$ cat config.mk
export PLATFORM = sky130hd
export DESIGN_NAME = rr_grant_arbiter_flat
export DESIGN_NICKNAME = d
export VERILOG_FILES = /design/src/rtl/rr_grant_arbiter_if.sv /design/src/rtl/rr_grant_arbiter.sv /design/src/flat_wrapper.sv
export SDC_FILE = /design/constraint.sdc
export NUM_CORES = 1
export LEC_CHECK = 0
export CELL_PAD_IN_SITES_DETAIL_PLACEMENT = 1
export CELL_PAD_IN_SITES_GLOBAL_PLACEMENT = 1
export CORE_AREA = 2 2 51 53
export CTS_CLUSTER_DIAMETER = 120
export DETAILED_ROUTE_END_ITERATION = 8
export DIE_AREA = 0 0 53 55
export GPL_TIMING_DRIVEN = 0
export PLACE_DENSITY = 0.77
export SYNTH_ARGS = -nofsm -noshare
export SYNTH_HDL_FRONTEND = slang
export SYNTH_SLANG_ARGS = --single-unit
$ cat constraint.sdc
create_clock -name clk -period 1.9 [get_ports clk]
set_input_delay 0.38 -clock clk [delete_from_list [all_inputs] [get_ports clk]]
set_output_delay 0.38 -clock clk [all_outputs]
set_load 0.005 [all_outputs]
$ cat src/rtl/rr_grant_arbiter_if.sv
// Request/grant bundle between requesters and the round-robin arbiter.
// release_grant carries the grantee's "done" strobe.
interface rr_grant_arbiter_if #(
  parameter int IDX_WIDTH = 2
);
  localparam int NUM_REQ = 1 << IDX_WIDTH;

  logic [NUM_REQ-1:0]   req;
  logic                 release_grant;
  logic                 grant_valid;
  logic [IDX_WIDTH-1:0] grant_idx;
  logic [NUM_REQ-1:0]   grant_onehot;
  logic                 hold_timeout;

  // Requester side: raises requests and signals completion of its grant
  modport master (
    output req,
    output release_grant,
    input  grant_valid,
    input  grant_idx,
    input  grant_onehot,
    input  hold_timeout
  );

  // Arbiter side
  modport slave (
    input  req,
    input  release_grant,
    output grant_valid,
    output grant_idx,
    output grant_onehot,
    output hold_timeout
  );
endinterface

$ cat src/rtl/rr_grant_arbiter.sv
// Round-robin arbiter: grants one of NUM_REQ requesters, holds the grant until
// release or MAX_HOLD expiry, then re-arbitrates with the old grantee lowest.
// All outputs are registered; there is no input-to-output combinational path.
module rr_grant_arbiter #(
  parameter int IDX_WIDTH  = 2,
  parameter int MAX_HOLD   = 16,
  parameter int HOLD_WIDTH = 5
) (
  input  logic               clk,
  input  logic               rst,
  rr_grant_arbiter_if.slave  bus
);

  localparam int unsigned NUM_REQ = 1 << IDX_WIDTH;
  localparam logic [HOLD_WIDTH-1:0] HOLD_LAST =
    (MAX_HOLD == 0) ? '0 : HOLD_WIDTH'(MAX_HOLD - 1);

  typedef enum logic {
    IDLE,
    GRANT
  } state_t;

  state_t                state, state_nxt;
  logic [IDX_WIDTH-1:0]  last_q, last_nxt;
  logic [IDX_WIDTH-1:0]  idx_q, idx_nxt;
  logic                  valid_q, valid_nxt;
  logic [NUM_REQ-1:0]    onehot_q, onehot_nxt;
  logic                  timeout_q, timeout_nxt;
  logic [HOLD_WIDTH-1:0] cnt_q, cnt_nxt;

  logic                  pick_found;
  logic [IDX_WIDTH-1:0]  pick_idx;
  logic                  expire;
  logic                  grant_end;

  // Timeout only fires when the grantee did not release in the same cycle
  assign expire    = (MAX_HOLD != 0) && (state == GRANT) &&
                     (cnt_q == HOLD_LAST) && !bus.release_grant;
  assign grant_end = (state == GRANT) && (bus.release_grant || expire);

  // Rotating priority search starting just above the last grantee; the last
  // grantee is visited last, so it only wins when it is the sole requester
  always_comb begin
    logic [IDX_WIDTH-1:0] cand;
    pick_found = 1'b0;
    pick_idx   = last_q;
    cand       = last_q;
    for (int unsigned i = 1; i <= NUM_REQ; i++) begin
      cand = last_q + IDX_WIDTH'(i);
      if (!pick_found && bus.req[cand]) begin
        pick_found = 1'b1;
        pick_idx   = cand;
      end
    end
  end

  // State register and registered outputs
  always_ff @(posedge clk) begin
    if (rst) begin
      state     <= IDLE;
      last_q    <= '1;
      idx_q     <= '0;
      valid_q   <= 1'b0;
      onehot_q  <= '0;
      timeout_q <= 1'b0;
      cnt_q     <= '0;
    end else begin
      state     <= state_nxt;
      last_q    <= last_nxt;
      idx_q     <= idx_nxt;
      valid_q   <= valid_nxt;
      onehot_q  <= onehot_nxt;
      timeout_q <= timeout_nxt;
      cnt_q     <= cnt_nxt;
    end
  end

  // Next-state: grant when anyone requests, fall back to IDLE when a grant
  // ends with nobody left requesting
  always_comb begin
    state_nxt = state;
    unique case (state)
      IDLE:    if (pick_found) state_nxt = GRANT;
      GRANT:   if (grant_end && !pick_found) state_nxt = IDLE;
      default: state_nxt = IDLE;
    endcase
  end

  // Next output values: a grant ending re-arbitrates in the same edge so
  // back-to-back grants have no idle bubble
  always_comb begin
    last_nxt    = last_q;
    idx_nxt     = idx_q;
    valid_nxt   = valid_q;
    timeout_nxt = 1'b0;
    cnt_nxt     = cnt_q;
    unique case (state)
      IDLE: begin
        valid_nxt = 1'b0;
        if (pick_found) begin
          valid_nxt = 1'b1;
          idx_nxt   = pick_idx;
          last_nxt  = pick_idx;
          cnt_nxt   = '0;
        end
      end
      GRANT: begin
        if (grant_end) begin
          timeout_nxt = expire;
          cnt_nxt     = '0;
          if (pick_found) begin
            valid_nxt = 1'b1;
            idx_nxt   = pick_idx;
            last_nxt  = pick_idx;
          end else begin
            valid_nxt = 1'b0;
          end
        end else if (cnt_q != HOLD_LAST) begin
          cnt_nxt = cnt_q + 1'b1;
        end
      end
      default: valid_nxt = 1'b0;
    endcase
    onehot_nxt = '0;
    if (valid_nxt) onehot_nxt[idx_nxt] = 1'b1;
  end

  assign bus.grant_valid  = valid_q;
  assign bus.grant_idx    = idx_q;
  assign bus.grant_onehot = onehot_q;
  assign bus.hold_timeout = timeout_q;

`ifndef SYNTHESIS
  onehot_at_most_one: assert property (@(posedge clk) disable iff (rst)
    $onehot0(onehot_q));
  onehot_tracks_idx: assert property (@(posedge clk) disable iff (rst)
    onehot_q == (valid_q ? (NUM_REQ'(1) << idx_q) : '0));
`endif

endmodule

$ cat src/flat_wrapper.sv
// flat-port wrapper written by rule: the top's interface ports become plain ports
module rr_grant_arbiter_flat 
#(
  parameter int IDX_WIDTH  = 2,
  parameter int MAX_HOLD   = 16,
  parameter int HOLD_WIDTH = 5
)
  (clk, rst, bus_req, bus_release_grant, bus_grant_valid, bus_grant_idx, bus_grant_onehot, bus_hold_timeout);
  rr_grant_arbiter_if #(.IDX_WIDTH(IDX_WIDTH)) bus_i ();
  input  logic clk;
  input  logic rst;
  input wire logic [$bits(bus_i.req)-1:0] bus_req;
  input wire logic [$bits(bus_i.release_grant)-1:0] bus_release_grant;
  output wire logic [$bits(bus_i.grant_valid)-1:0] bus_grant_valid;
  output wire logic [$bits(bus_i.grant_idx)-1:0] bus_grant_idx;
  output wire logic [$bits(bus_i.grant_onehot)-1:0] bus_grant_onehot;
  output wire logic [$bits(bus_i.hold_timeout)-1:0] bus_hold_timeout;
  assign bus_i.req = bus_req;
  assign bus_i.release_grant = bus_release_grant;
  assign bus_grant_valid = bus_i.grant_valid;
  assign bus_grant_idx = bus_i.grant_idx;
  assign bus_grant_onehot = bus_i.grant_onehot;
  assign bus_hold_timeout = bus_i.hold_timeout;
  rr_grant_arbiter #(.IDX_WIDTH(IDX_WIDTH), .MAX_HOLD(MAX_HOLD), .HOLD_WIDTH(HOLD_WIDTH)) u_core (.clk(clk), .rst(rst), .bus(bus_i));
endmodule
==> results.py, run 1 <==
metrics = {
    "run_status": {
        "status": "finished, violations left",
        "violations": "setup timing",
    },
    "min_path": {
        "holdPathStages": 2,
        "min_path_type": "reg2reg",
        "holdPathEnd": "u_core.cnt_q[4]",
        "min_from": "u_core.cnt_q[4]",
    },
    "timing": {
        "hold_slack_ns": 0.509,
        "rsz0062_at_grt": "yes",
        "hold_violations": 0,
        "max-slew-margin-rel_pct": 64.2,
        "max_freq_mhz": 501,
        "setup_ws_ns": -0.0973,
        "finalSetupViolations": 4,
        "finClkSkew_ns": 0.00445,
        "drv_slew": 0,
        "worst_slew_pin_slew_ns": 0.537,
        "finalCritPeriodShare_pct": 105,
        "fin_crit_ns": 2.00,
    },
    "logic_synthesis": {
        "synth_seq_area_share_pct": 42.3,
        "synth_edf_count": 0,
        "synth_nets": 88,
        "synth_cell_types": 33,
        "yosys_warnings": 0,
        "synthArstFlopShare_pct": 0,
        "synth-seq-cells": 16,
        "syn_inst": 79,
        "synth_area_um2": 757,
        "ys.flop_type": "dfxtp_1",
        "syn_avg_cell_area_um2": 9.58,
    },
    "global_routing": {
        "grt_pass1_wl_um": 3750,
        "grt_usage_pct": 18.6,
        "grt_max_degree": 11,
        "antenna_found_initial": 0,
        "overflow": 0,
        "grt_pass1_vias": 774,
    },
    "worst_setup_path": {
        "critPathRequiredTime_ns": 2.13,
        "cp.arrival_ns": 2.23,
        "reg2regPathDepth": 9,
        "crit_fanout": 6,
        "worstSetupEndpointType": "flip-flop",
        "start_kind": "flip-flop",
        "r2r_start": "u_core.cnt_q[1]",
        "r2r_setup_slack_ns": -0.1,
        "r2r-end": "u_core.bus.grant_onehot[1]",
        "critPathLaunch": "u_core.cnt_q[1]",
        "crit_type": "reg2reg",
    },
    "pwr": {
        "p_per_area_nw_per_um2": 646,
        "clkPwrFrac_pct": 24.8,
        "p_comb_share_pct": 26.1,
        "leakage_uw": 0.000426,
        "peakVddDrop_mv": 0.588,
        "switching_share_pct": 30.5,
        "power.switching_uw": 233,
        "internal-power_uw": 532,
        "seqPwrFrac_pct": 49.1,
        "p_total_uw": 765,
    },
    "placement": {
        "hpwlAfterDp_um": 1410,
        "io_buffers": 14,
        "place_congestion": 0.779,
        "place_inst": 123,
        "place_ws_ns": -0.352,
    },
    "route": {
        "avgViaCountPerCell": 5.34,
        "drt_iter0_markers": 4,
        "drc_errors": 0,
        "routedWlPerCell_um": 18.0,
        "vias": 753,
        "routed_wirelength_um": 2530,
        "firstDrtPassIters": 4,
        "ant_nets": 0,
    },
    "cts": {
        "clkTransAtPathRegs_ns": 0.09,
        "clock_latency_ns": 0.30,
        "cts_buffers": 3,
        "clock-sinks": 16,
        "htree_levels": 1,
        "max-clock-path-buffers": 2,
        "cts_tree": "yes",
        "ctsRootBufferMaster": "clkbuf_4",
    },
    "cells_and_area": {
        "utilization_pct": 50.1,
        "num_antenna_cells": 0,
        "finalNonFillerCells": 141,
        "finalNetCount": 122,
        "synthToLayoutAreaGrowth_pct": 56.5,
        "drive_above_1_share_pct": 40.5,
    },
    "floorplanning": {
        "coreArea_um2": 2360,
        "die-height_um": 55,
        "start_util_pct": 32.0,
        "fp.dieW_um": 53,
        "io_pins": 15,
        "row_count": 18,
        "dieArea_um2": 2920,
    },
    "run": {
        "cap_violations": 0,
    },
}
==> power groups by stage <==
| stage | sequential (uW) | combinational, uW | clock [uW] |
|---|---|---|---|
| global placement | 377 | 138 | 0 |
| finish | 376 | 200 | 190 |
| detailed placement | 379 | 144 | 0 |
| CTS | 372 | 182 | 185 |
| global route | 378 | 213 | 218 |
| floorplan | 378 | 75.6 | 0 |
==> critical path, stage by stage (launching register included) <==
cell	delay (ns)
dfxtp_2	0.35
ha_4	0.16
and3_4	0.15
ha_4	0.15
or3b_4	0.43
a21oi_4	0.21
o21ai_4	0.10
inv_2	0.09
o211ai_4	0.08
a211oi_2	0.20
==> what timing repair did <==
action,CTS,global route
hold buffers,0,0
buffers inserted,11,5
resized for setup,15,6
endpoints found under the setup margin,8,9
pin swaps,6,5
cloned,0,0
==> sequential cells by signal, summed over array words and instances, names as in the netlist <==
signal,flops
u_core.bus.grant_idx,2
u_core.bus.grant_onehot,4
u_core.bus.grant_valid,1
u_core.bus.hold_timeout,1
u_core.cnt_q,5
u_core.last_q,2
u_core.state,1
==> routing by layer <==
metal	share of wire, %	vias to the layer above	global-route usage, %
li1	-	354	-
met1	41	376	21.3
met2	52	16	32.7
met3	3.0	7	3.76
met4	3.2	0	10.3
met5	0	-	0
==> cell usage after synthesis, drive strengths merged (2+ instances only) <==
master   number  area share, %
a21oi         6            5.5
nand2         2           0.99
dfxtp        16             42
nand3b        2            2.0
nor2         13            6.4
ha            2            3.3
a211oi        4            5.3
inv           5            2.5
o221a         2            3.0
o21a          2            2.0
a2111oi       2            3.3
nor2b         2            1.7
o21ai         7            5.1
==> through the flow <==
stage	TNS [ns]	instance area, um^2
4_1_cts	-0.347	1130
2_1_floorplan	0	778
3_3_place_gp	-1.96	956
3_5_place_dp	-2.58	956
5_1_grt	-0.431	1180
6_report	-0.224	1180
==> cells by family after synthesis <==
| kind of cell | after synthesis | share of synthesized area, % |
|---|---|---|
| fa+ha+maj | 2 | 3.31 |
| compound gates | 26 | 27.9 |
| flops | 16 | 42.3 |
| simple gates | 28 | 22.0 |
| buf+inv | 7 | 4.46 |
==> cell type report <==
| cell class | count | area (um^2) |
|---|---|---|
| fill | 272 | 1180 |
| buffer | 1 | 3.75 |
| sequential | 16 | 323 |
| tap | 30 | 37.5 |
| clock buffer | 3 | 22.5 |
| inverter | 5 | 18.8 |
| multi-input combinational | 56 | 515 |
| timing repair buffer | 30 | 264 |
==> how the worst max path moves through the flow <==
stage                                       to  slack [ns]  depth (start not counted)
CTS                 u_core.bus.grant_onehot[2]       -0.09                          8
detailed placement             u_core.cnt_q[2]       -0.35                          5
floorplan           u_core.bus.grant_onehot[1]       0.002                         10
finish              u_core.bus.grant_onehot[1]        -0.1                          9
global placement               u_core.cnt_q[3]       -0.29                          5
global route        u_core.bus.grant_onehot[1]       -0.15                          9
==> layout by cell type (no fill, tap or decap), types with 2 or more instances in the layout <==
master            n
inv_1             4
dfxtp_1          14
dfxtp_2           2
nor2_4            3
nor2_1           10
buf_4            15
a21oi_1           5
clkbuf_4          3
ha_4              2
nand3b_1          2
o221a_2           2
clkdlybuf4s50_1  14
nand2_1           2
a211oi_2          3
o21ai_0           4
nor2b_1           2
o21ai_2           2
Note: power is estimated with default switching activity, not from simulation.
==> inputs of run 2 (changes only) <==
CORE_AREA = 2 2 47 49   (was 2 2 51 53)
CTS_CLUSTER_DIAMETER = unset   (was 120)
DIE_AREA = 0 0 49 51   (was 0 0 53 55)
DONT_BUFFER_PORTS = 1   (was unset)
PLACE_DENSITY = 0.75   (was 0.77)
==> run 2 against run 1 <==
The flow still finishes with violations (setup timing). Sequential cell count is the same. Cell count shrank 17%. Via count shrank 18%. Critical path type unchanged. Largest power group unchanged.
==> results.py, run 2 (synthesis results as in run 1) <==
metrics = {
    "worst_setup_path": {
        "start_kind": "flip-flop",
        "r2r_setup_slack_ns": -0.05,
        "r2r-end": "u_core.bus.grant_valid",
        "critPathRequiredTime_ns": 2.09,
        "cpMaxStageDelayCell": "or3b_4",
        "reg2regPathDepth": 9,
        "crit_type": "reg2reg",
        "cpPeakStageDelay_ns": 0.42,
        "cp.arrival_ns": 2.14,
        "cp_cell_sequence": "ha_4, and3_4, ha_4, or3b_4, buf_6, o21ai_4, inv_2, buf_4, buf_6",
        "r2r_start": "u_core.cnt_q[1]",
        "crit_fanout": 5,
        "worstSetupEndpointType": "flip-flop",
    },
    "pwr": {
        "p_total_uw": 667,
        "power.switching_uw": 183,
        "peakVddDrop_mv": 0.452,
        "seqPwrFrac_pct": 56.3,
        "clkPwrFrac_pct": 26.6,
        "p_comb_share_pct": 17.1,
        "leakage_uw": 0.000330,
        "internal-power_uw": 484,
        "p_per_area_nw_per_um2": 714,
        "switching_share_pct": 27.5,
    },
    "cts": {
        "ctsRootBufferMaster": "clkbuf_4",
        "clkTransAtPathRegs_ns": 0.09,
        "clock-sinks": 16,
        "cts_tree": "yes",
        "cts_buffers": 3,
        "htree_levels": 1,
        "max-clock-path-buffers": 2,
        "clock_latency_ns": 0.28,
    },
    "timing": {
        "max_freq_mhz": 512,
        "hold_violations": 0,
        "tns_ns": -0.110,
        "finClkSkew_ns": 0.00259,
        "worst_slew_pin_slew_ns": 0.518,
        "rsz0062_at_grt": "yes",
        "drv_slew": 0,
        "finalSetupViolations": 3,
        "setup_ws_ns": -0.0513,
        "fin_crit_ns": 1.95,
        "finalCritPeriodShare_pct": 103,
        "max-slew-margin-rel_pct": 65.5,
    },
    "cells_and_area": {
        "largest_reg_flops": 5,
        "mostFrequentLayoutCell": "dfxtp_1",
        "num_antenna_cells": 0,
        "final_area_um2": 935,
        "finalNetCount": 100,
        "synthToLayoutAreaGrowth_pct": 23.5,
        "regMostFlops": "u_core.cnt_q",
        "drive_above_1_share_pct": 37.1,
        "finalNonFillerCells": 117,
        "mostFrequentLayoutCells": "dfxtp_1 (14), nor2_1 (11), buf_4 (6)",
    },
    "placement": {
        "place_ws_ns": -0.128,
        "hpwlAfterDp_um": 1240,
        "place_inst": 107,
        "place_congestion": 0.715,
        "io_buffers": 0,
        "post_dp_cell_area_um2": 813,
    },
    "global_routing": {
        "grt_max_degree": 11,
        "grt_pass1_vias": 675,
        "overflow": 0,
        "antenna_found_initial": 0,
        "grt_pass1_wl_um": 3080,
        "grt_usage_pct": 17.0,
    },
    "floorplanning": {
        "dieArea_um2": 2500,
        "io_pins": 15,
        "die-height_um": 51,
        "coreArea_um2": 2060,
        "row_count": 17,
        "start_util_pct": 36.7,
        "fp.dieW_um": 49,
    },
    "route": {
        "avgViaCountPerCell": 5.26,
        "drt_iter0_markers": 10,
        "routed_wirelength_um": 1840,
        "firstDrtPassIters": 3,
        "ant_nets": 0,
        "routedWlPerCell_um": 15.8,
        "vias": 615,
        "drc_errors": 0,
    },
    "run_status": {
        "violations": "setup timing",
        "status": "finished, violations left",
    },
    "min_path": {
        "holdPathStages": 1,
        "holdPathEnd": "u_core.state",
        "min_path_type": "in2reg",
        "min_from": "rst",
    },
    "run": {
        "cap_violations": 0,
    },
}
-- run 2: cell count changes in the layout (fill, tap and decap cells not counted), sizes merged --
cell           before  now
buf                16    8
clkdlybuf4s50      14    0
-- run 2: routing by layer --
| metal | GRT usage [%] | wire length, um |
|---|---|---|
| met1 | 20.2 | 850 |
| met2 | 25.8 | 864 |
| met3 | 4.39 | 83 |
| met4 | 13.8 | 46 |
| met5 | 0 | 0 |
-- run 2: power by group through the flow --
stage	registers (uW)	logic, uW	clock network [uW]
2_1_floorplan	378	75.6	0
3_3_place_gp	382	89.3	0
3_5_place_dp	383	91.6	0
4_1_cts	376	106	187
5_1_grt	378	126	201
6_report	376	114	177
-- run 2: stage by stage --
| step | hold WS (ns) | utilization (%) |
|---|---|---|
| after floorplan | 0.447 | - |
| after global placement | 0.449 | 39.4 |
| after detailed placement | 0.449 | 39.4 |
| after CTS | 0.140 | 44.3 |
| after global routing | 0.130 | 45.3 |
| final | 0.157 | 45.3 |
-- run 2: area by class of cell --
type	count	area (um^2)
multi-input combinational	56	464
inverter	5	18.8
fill	244	1130
sequential	16	323
tap	28	35.0
buffer	1	3.75
timing repair buffer	8	67.6
clock buffer	3	22.5
-- run 2: how the worst max path moves through the flow --
stage	start	to	slack (ns)	depth (start not counted)
after global placement	u_core.cnt_q[1]	u_core.bus.grant_onehot[3]	-0.12	7
after global routing	u_core.cnt_q[1]	u_core.bus.grant_onehot[0]	-0.13	9
final	u_core.cnt_q[1]	u_core.bus.grant_valid	-0.05	9
after floorplan	u_core.cnt_q[1]	u_core.bus.grant_onehot[1]	0.002	10
after CTS	u_core.cnt_q[0]	u_core.bus.grant_onehot[1]	-0.12	10
after detailed placement	u_core.cnt_q[1]	u_core.bus.grant_onehot[1]	-0.13	10
-- run 2: worst max-delay path: cells and delay by family (launching register included) --
kind	cells	cell delay [ns]
fa+ha+maj	2	0.32
buf+inv	4	0.43
flops	1	0.35
compound gates	1	0.20
simple gates	2	0.57
-- run 2: repair_timing --
item                       CTS  global route
buffers inserted             6             2
resized for setup            7             6
pin swaps                    7             8
hold buffers                 0             0
setup endpoints to repair    6            10
